File: config.mk
export PLATFORM = sky130hd
export DESIGN_NAME = frame_crc_monitor
export DESIGN_NICKNAME = d
export VERILOG_FILES = /design/src/rtl/frame_crc_monitor.sv
export SDC_FILE = /design/constraint.sdc
export NUM_CORES = 1
export LEC_CHECK = 0
export ABC_AREA = 1
export CORE_MARGIN = 10
export CORE_UTILIZATION = 60
export CTS_CLUSTER_SIZE = 8
export DETAILED_ROUTE_END_ITERATION = 8
export GPL_TIMING_DRIVEN = 0
export PLACE_DENSITY_LB_ADDON = 0.2
export RECOVER_POWER = 25
export SLEW_MARGIN = 20
export SYNTH_ARGS = -nofsm -noshare
export SYNTH_HDL_FRONTEND = slang
export SYNTH_SLANG_ARGS = --single-unit
File: constraint.sdc
create_clock -name vga_clk -period 6.2 [get_ports vga_clk]
set_clock_uncertainty 0.2 [all_clocks]
set_input_delay 1.24 -clock vga_clk [delete_from_list [all_inputs] [get_ports vga_clk]]
set_output_delay 1.24 -clock vga_clk [all_outputs]
set_load 0.01 [all_outputs]
File: src/rtl/frame_crc_monitor.sv
// frame_crc_monitor: passive tap on the RGB332 pixel stream.
// Folds every active pixel byte into a CRC-32/BZIP2 (poly 0x04C11DB7,
// MSB-first, init/xorout 0xFFFFFFFF). At each vertical-sync boundary it
// latches the CRC, the pixel count and a frame counter, and presents them
// to a reader through a valid/ack handshake.
// Optional macro FRAME_CRC_PIXCHK_EN adds a per-frame geometry check
// (line count, pixels per line, total pixels) reported on geom_err.
module frame_crc_monitor #(
  parameter int H_RES = 320,
  parameter int V_RES = 200,
  parameter bit V_POL = 1'b0
) (
  input  logic        vga_clk,
  input  logic        nreset,
  input  logic [2:0]  pix_r,
  input  logic [2:0]  pix_g,
  input  logic [1:0]  pix_b,
  input  logic        pix_de,
  input  logic        pix_vs,
  input  logic        capture_en,
  input  logic        crc_ack,
  output logic [31:0] crc_out,
  output logic [16:0] pix_count,
  output logic [15:0] frame_cnt,
  output logic        crc_valid,
  output logic        overrun,
  output logic        geom_err
);

  localparam logic [0:0]  S_IDLE   = 1'b0;
  localparam logic [0:0]  S_ACCUM  = 1'b1;
  localparam logic [31:0] CRC_INIT = 32'hFFFF_FFFF;
  localparam logic [31:0] CRC_POLY = 32'h04C1_1DB7;
  localparam logic [16:0] CNT_MAX  = 17'h1_FFFF;

  // A geometry that cannot be represented by pix_count is a build error.
  if (H_RES < 1 || V_RES < 1 || H_RES * V_RES > 131071) begin : g_bad_geom
    $error("frame_crc_monitor: H_RES*V_RES must be 1..131071");
  end

  // Fold one byte into the running CRC, MSB first.
  function automatic logic [31:0] crc_fold(input logic [31:0] crc, input logic [7:0] d);
    logic [31:0] c;
    c = crc;
    for (int i = 7; i >= 0; i--) begin
      if (c[31] ^ d[i]) c = {c[30:0], 1'b0} ^ CRC_POLY;
      else              c = {c[30:0], 1'b0};
    end
    return c;
  endfunction

  logic [0:0]  state;
  logic        vs_d;
  logic [31:0] run_crc;
  logic [16:0] run_cnt;

  logic [7:0]  pix_byte;
  logic        accum;
  logic        boundary;
  logic        fold;
  logic        new_res;
  logic [31:0] base_crc;
  logic [16:0] base_cnt;

  assign pix_byte = {pix_r, pix_g, pix_b};
  assign accum    = (state == S_ACCUM);
  // Boundary: pix_vs enters its active level this cycle.
  assign boundary = (pix_vs == V_POL) && (vs_d != V_POL);
  assign fold     = accum && pix_de;
  assign new_res  = accum && boundary;
  // A pixel on the boundary cycle starts the next frame, so it folds into
  // freshly initialised accumulators rather than the finishing ones.
  assign base_crc = boundary ? CRC_INIT : run_crc;
  assign base_cnt = boundary ? '0 : run_cnt;

  // Sync edge detect, capture state and running CRC/count.
  always_ff @(posedge vga_clk or negedge nreset) begin
    if (!nreset) begin
      vs_d    <= ~V_POL;
      state   <= S_IDLE;
      run_crc <= CRC_INIT;
      run_cnt <= '0;
    end else begin
      vs_d <= pix_vs;
      if (boundary) state <= capture_en ? S_ACCUM : S_IDLE;
      if (fold) begin
        run_crc <= crc_fold(base_crc, pix_byte);
        run_cnt <= (base_cnt == CNT_MAX) ? CNT_MAX : base_cnt + 17'd1;
      end else if (boundary) begin
        run_crc <= CRC_INIT;
        run_cnt <= '0;
      end
    end
  end

  // Result registers and the valid/ack/overrun handshake.
  always_ff @(posedge vga_clk or negedge nreset) begin
    if (!nreset) begin
      crc_out   <= '0;
      pix_count <= '0;
      frame_cnt <= '0;
      crc_valid <= 1'b0;
      overrun   <= 1'b0;
    end else if (new_res) begin
      crc_out   <= ~run_crc;
      pix_count <= run_cnt;
      frame_cnt <= frame_cnt + 16'd1;
      crc_valid <= 1'b1;
      // An ack in the same cycle consumes the old result, so nothing is lost.
      if (crc_valid && !crc_ack) overrun <= 1'b1;
    end else if (crc_ack && crc_valid) begin
      crc_valid <= 1'b0;
    end
  end

`ifdef FRAME_CRC_PIXCHK_EN
  localparam logic [16:0] H_RES_L   = 17'(H_RES);
  localparam logic [15:0] V_RES_L   = 16'(V_RES);
  localparam logic [16:0] FRAME_PIX = 17'(H_RES * V_RES);

  logic        de_d;
  logic [15:0] line_cnt;
  logic [16:0] line_pix;
  logic        line_err;
  logic        de_rise;
  logic        de_fall;
  logic        err_now;
  logic        new_line;

  assign de_rise  = pix_de && !de_d;
  assign de_fall  = !pix_de && de_d;
  // Include a short line ending on this very cycle.
  assign err_now  = line_err || (accum && de_fall && (line_pix != H_RES_L));
  assign new_line = boundary ? (accum && capture_en && de_rise) : de_rise;

  // Per-line and per-frame geometry tracking, latched with each result.
  always_ff @(posedge vga_clk or negedge nreset) begin
    if (!nreset) begin
      de_d     <= 1'b0;
      line_cnt <= '0;
      line_pix <= '0;
      line_err <= 1'b0;
      geom_err <= 1'b0;
    end else begin
      de_d <= pix_de;
      if (new_res)
        geom_err <= err_now || (line_cnt != V_RES_L) || (run_cnt != FRAME_PIX);
      if (boundary) begin
        line_err <= 1'b0;
        line_cnt <= new_line ? 16'd1 : 16'd0;
        line_pix <= new_line ? 17'd1 : 17'd0;
      end else if (accum) begin
        line_err <= err_now;
        if (new_line) begin
          line_cnt <= line_cnt + 16'd1;
          line_pix <= 17'd1;
        end else if (pix_de && line_pix != CNT_MAX) begin
          line_pix <= line_pix + 17'd1;
        end
      end
    end
  end
`else
  assign geom_err = 1'b0;
`endif

endmodule

Word-level counts from Yosys, hierarchy flattened
Cells that the tools add are included.
{ "totals": {"out_inout_bits": 68, "elab_cells": 61, "regBits": 118} }
{ "op_classes": {"muxes": 23, "n_eq_ne": 1, "add_sub_neg": 2, "n_reduce_logical": 8, "bitwise_logic": 18} }
{ "ops": {"columns": ["operator", "n"], "rows": [
  ["32-bit two-way mux", 9],
  ["27-bit two-way mux", 8],
  ["14-bit NOT", 8],
  ["17-bit two-way mux", 3],
  ["32-bit NOT", 1],
  ["17-bit by 1-bit adder with 17-bit output, second input constant", 1],
  ["17-bit == test, second input constant", 1],
  ["16-bit by 1-bit adder with 16-bit output, second input constant", 1],
  ["1-bit XOR", 8],
  ["1-bit logical AND", 5],
  ["1-bit two-way mux", 3],
  ["2-bit AND reduction", 1],
  ["2-bit nonzero test", 1],
  ["1-bit zero test", 1],
  ["1-bit NOT", 1]
]} }

Logic depth before layout (Yosys ltp)
{ "logic_depth": {"depth_word": 27, "mapped_depth": 16, "depth_no_buf": 15} }

Least setup slack after synthesis
OpenSTA, ideal clock, no wires.
{ "synth_timing": {"path_kind": "input to register", "from": "in pix_vs", "to": "reg run_cnt[8]", "stages": 12, "n_path_buf": 3, "setup_slack_ps": 3053, "arrival_ps": 2821, "required_time_ps": 5874, "cell_sequence": "nor2_4 > clkbuf_1 > buf_2 > nor2_1 > ha_1 > nand4_2 > inv_1 > nand3_1 > nor4_4 > nand2_2 > buf_6 > nand3_1"} }
{ "synth_between": {"elab_chain_cells": 6, "word_cells_on_any_way": 7, "cone_classes": "add/sub: 1; eq/ne: 1; mux: 3; bitwise: 1; reduce/logical: 1"} }
{ "synth_lines": {"columns": ["item", "line", "source"], "rows": [
  ["start: declaration", "19", "input logic pix_vs,"],
  ["1-bit NOT (*)", "68", "assign boundary = (pix_vs == V_POL) && (vs_d != V_POL);"],
  ["1-bit logical AND (*)", "68", null],
  ["17-bit two-way mux (*)", null, null],
  ["17-bit by 1-bit adder with 17-bit output or 17-bit == test (tied branches)", "88", "run_cnt <= (base_cnt == CNT_MAX) ? CNT_MAX : base_cnt + 17'd1;"],
  ["17-bit two-way mux", "88", null],
  ["17-bit two-way mux (*)", "86", "if (fold) begin"],
  ["end signal: assignment", "88", null],
  ["end: declaration", "55", "logic [16:0] run_cnt;"]
]} }
Mark *: on every way between the ends. The rest lies on a longest branch, timed or not.
A chain may end at the register's enable or synchronous reset.

==> results.cfg <==
[yosys]
async_flop_share = 1.000
yosys-top-cells-area = dfrtp_1 34%, dfstp_2 14%, nand2_1 14%
synth.cell_area_sq_um = 6207
synthCells = 731
synth.distinct_cells = 41
synth-edff-count = 0
yosysTopAreaCell = dfrtp_1
syn_area_per_cell_sq_um = 8.491
synthTopCellsByCount = 229 x nand2_1, 85 x dfrtp_1, 60 x o21ai_0
yosysWarningCount = 0
ys_seq_area_frac = 0.4824
synth.most_common_cell = nand2_1
synth_top_area_share = 0.3427
synthesis.nets = 747
synth-seq-cells = 118
synthFlopType = dfrtp_1

[clock_tree]
cts_tree = yes
hold_buffers = 0
postCtsSetupBuffers = 0
clock_path_buffers = 2
clock_sinks = 118
cts_htree_levels = 4
post_cts_resized = 0
clkSlewWorstSetupHoldPaths_ns = 0.06
clk_latency_ns = 0.54
cts_root_buf = clkbuf_8
numCtsBuffers = 17

[placed_design]
dpl_cell_area_sq_um = 7207
pre_cts_ws_ns = 1.801
port_buffers = 80
place_inst = 948
post-dp-hpwl_mm = 12.19
gp_congestion = 0.9033

[run_status]
status = finished with violations
violations = capacitance limit, slew limit

[global_route]
antenna_found_initial = 0
grt_max_degree = 80
grt_usage = 0.2351
overflow = 0
grt_pass1_wl_mm = 27.33
grt_pass1_vias = 5479

[cells_and_area]
layout.nets = 847
drive_gt1_frac = 0.1813
fin_util = 0.7631
syn2layout_area_growth_pct = 25.22
fin_cells = 980
fin_area_sq_um = 7772
diodes = 0

[sta]
fin_tns_setup_ns = 0
fin_crit_sh = 0.6880
fmax_ghz = 0.2344
slew_violations = 121
worst_slack_ns = 1.934
finalCriticalPeriod_ns = 4.266
tightestPinTransition_ns = 2.051
holdWs_ns = 0.2659
slew_headroom = -0.3672
hold_viol = 0
rsz0062_at_grt = no
final-setup-viol-count = 0

[detailed_routing]
viasPerCell = 5.401
drt_wl_total_mm = 17.15
drtAntennaViolNets = 0
vias = 5293
wl_per_cell_um = 17.50
drt_pre_antenna_iters = 5
drt_iter0_drc = 434
drc = 0

[critical_path]
cp.required_ns = 6.27
path_cells = clkbuf_1, clkbuf_2
cp_slowest_cell = clkbuf_2
crit_path_end_kind = asynchronous set/reset pin
critical_path_arrival_ns = 4.33
cp-start-kind = input pin
r2r_cells = 15
slowest_delay_ns = 1.60
path_class = in2async
cp_num_buf_inv = 2
worst-path-stages = 2
crit_fanout = 79
crit_family = buffers and inverters

[floorplan]
die_w_um = 121.7
die_h_um = 121.7
core-area_sq_um = 10180
start_util = 0.6095
die-area_sq_um = 14810
rows = 37
io-pin-count = 82

[power_and_ir_drop]
total_power_mw = 3.137
power.density_nw_per_um2 = 403.6
p_leak_nw = 3.772
max-vdd-ir-drop_v = 0.0002366

[min_path]
worstHoldPathCells = 1
hp-class = reg2reg

[run]
cap_violations = 2
-- registers in the layout, indices dropped and copies added, names as in the netlist --
signal,count
crc_out,32
run_crc,32
pix_count,17
overrun,1
crc_valid,1
frame_cnt,16
accum,1
run_cnt,17
vs_d,1
-- logic make-up after synthesis --
| family | after synthesis | share of synthesized area |
|---|---|---|
| XOR/XNOR | 58 | 0.08849 |
| flip-flops | 118 | 0.4824 |
| adder cells (fa/ha/maj) | 2 | 0.004031 |
| AO/OA/AOI/OAI | 76 | 0.06289 |
| buffers and inverters | 86 | 0.05946 |
| other | 1 | 0.0006041 |
| AND/OR/NAND/NOR | 390 | 0.3022 |
-- layer usage --
layer / GRT usage / part of all wire
met5: 0 / 0
met4: 0.09091 / 0.022
met3: 0.04995 / 0.058
met2: 0.4263 / 0.52
met1: 0.2643 / 0.40
-- area by class of cell --
class / count / area (sq um)
Inverter: 62 / 234.0
Tap cell: 136 / 170.2
Clock buffer: 22 / 442.9
Fill cell: 729 / 2412
Multi-Input combinational cell: 527 / 2844
Buffer: 24 / 135.1
Timing Repair Buffer: 81 / 799.5
Clock inverter: 10 / 152.6
Sequential cell: 118 / 2994
-- cells in the final DEF (no fill, tap or decap), types with 3 or more instances in the layout --
cell type and n:
xor2_1 43, or2_2 16, clkdlybuf4s50_1 78, buf_2 3
clkinv_2 6, clkbuf_16 16, nand2_2 18, nor2_2 5
bufinv_16 4, dfrtp_1 85, nor2_1 41, a21oi_1 6
clkbuf_1 21, nand2_1 229, nand3_2 13, nor3_1 3
nand2_4 8, nand3_1 36, xnor2_1 11, dfstp_2 33
nand3b_1 3, o21ai_0 60, inv_1 55, inv_2 6
nor3_2 3, o21ai_1 4, xor2_2 3, nor2_4 7
-- path summary, 6_finish.rpt --
path,from,endpoint,slack (ns)
hold reg to reg,frame_cnt[15]$_DFFE_PN0P_,frame_cnt[15]$_DFFE_PN0P_,0.27
min in group asynchronous,nreset,run_cnt[5]$_DFF_PN0_,1.09
hold / removal,frame_cnt[15]$_DFFE_PN0P_,frame_cnt[15]$_DFFE_PN0P_,0.27
setup reg to reg,vs_d$_DFF_PN1_,run_cnt[14]$_DFF_PN0_,2.97
setup / recovery,nreset,crc_out[19]$_DFFE_PN0P_,1.93
max in group vga_clk,pix_vs,run_cnt[14]$_DFF_PN0_,2.19
-- where the power goes --
| part | internal (mW) | switching [mW] | total, mW |
|---|---|---|---|
| Sequential | 0.994 | 0.113 | 1.11 |
| Clock | 0.659 | 0.345 | 1.00 |
| Combinational | 0.439 | 0.587 | 1.03 |
| Total | 2.09 | 1.04 | 3.14 |
No activity file was read; power rests on OpenSTA's default activity.
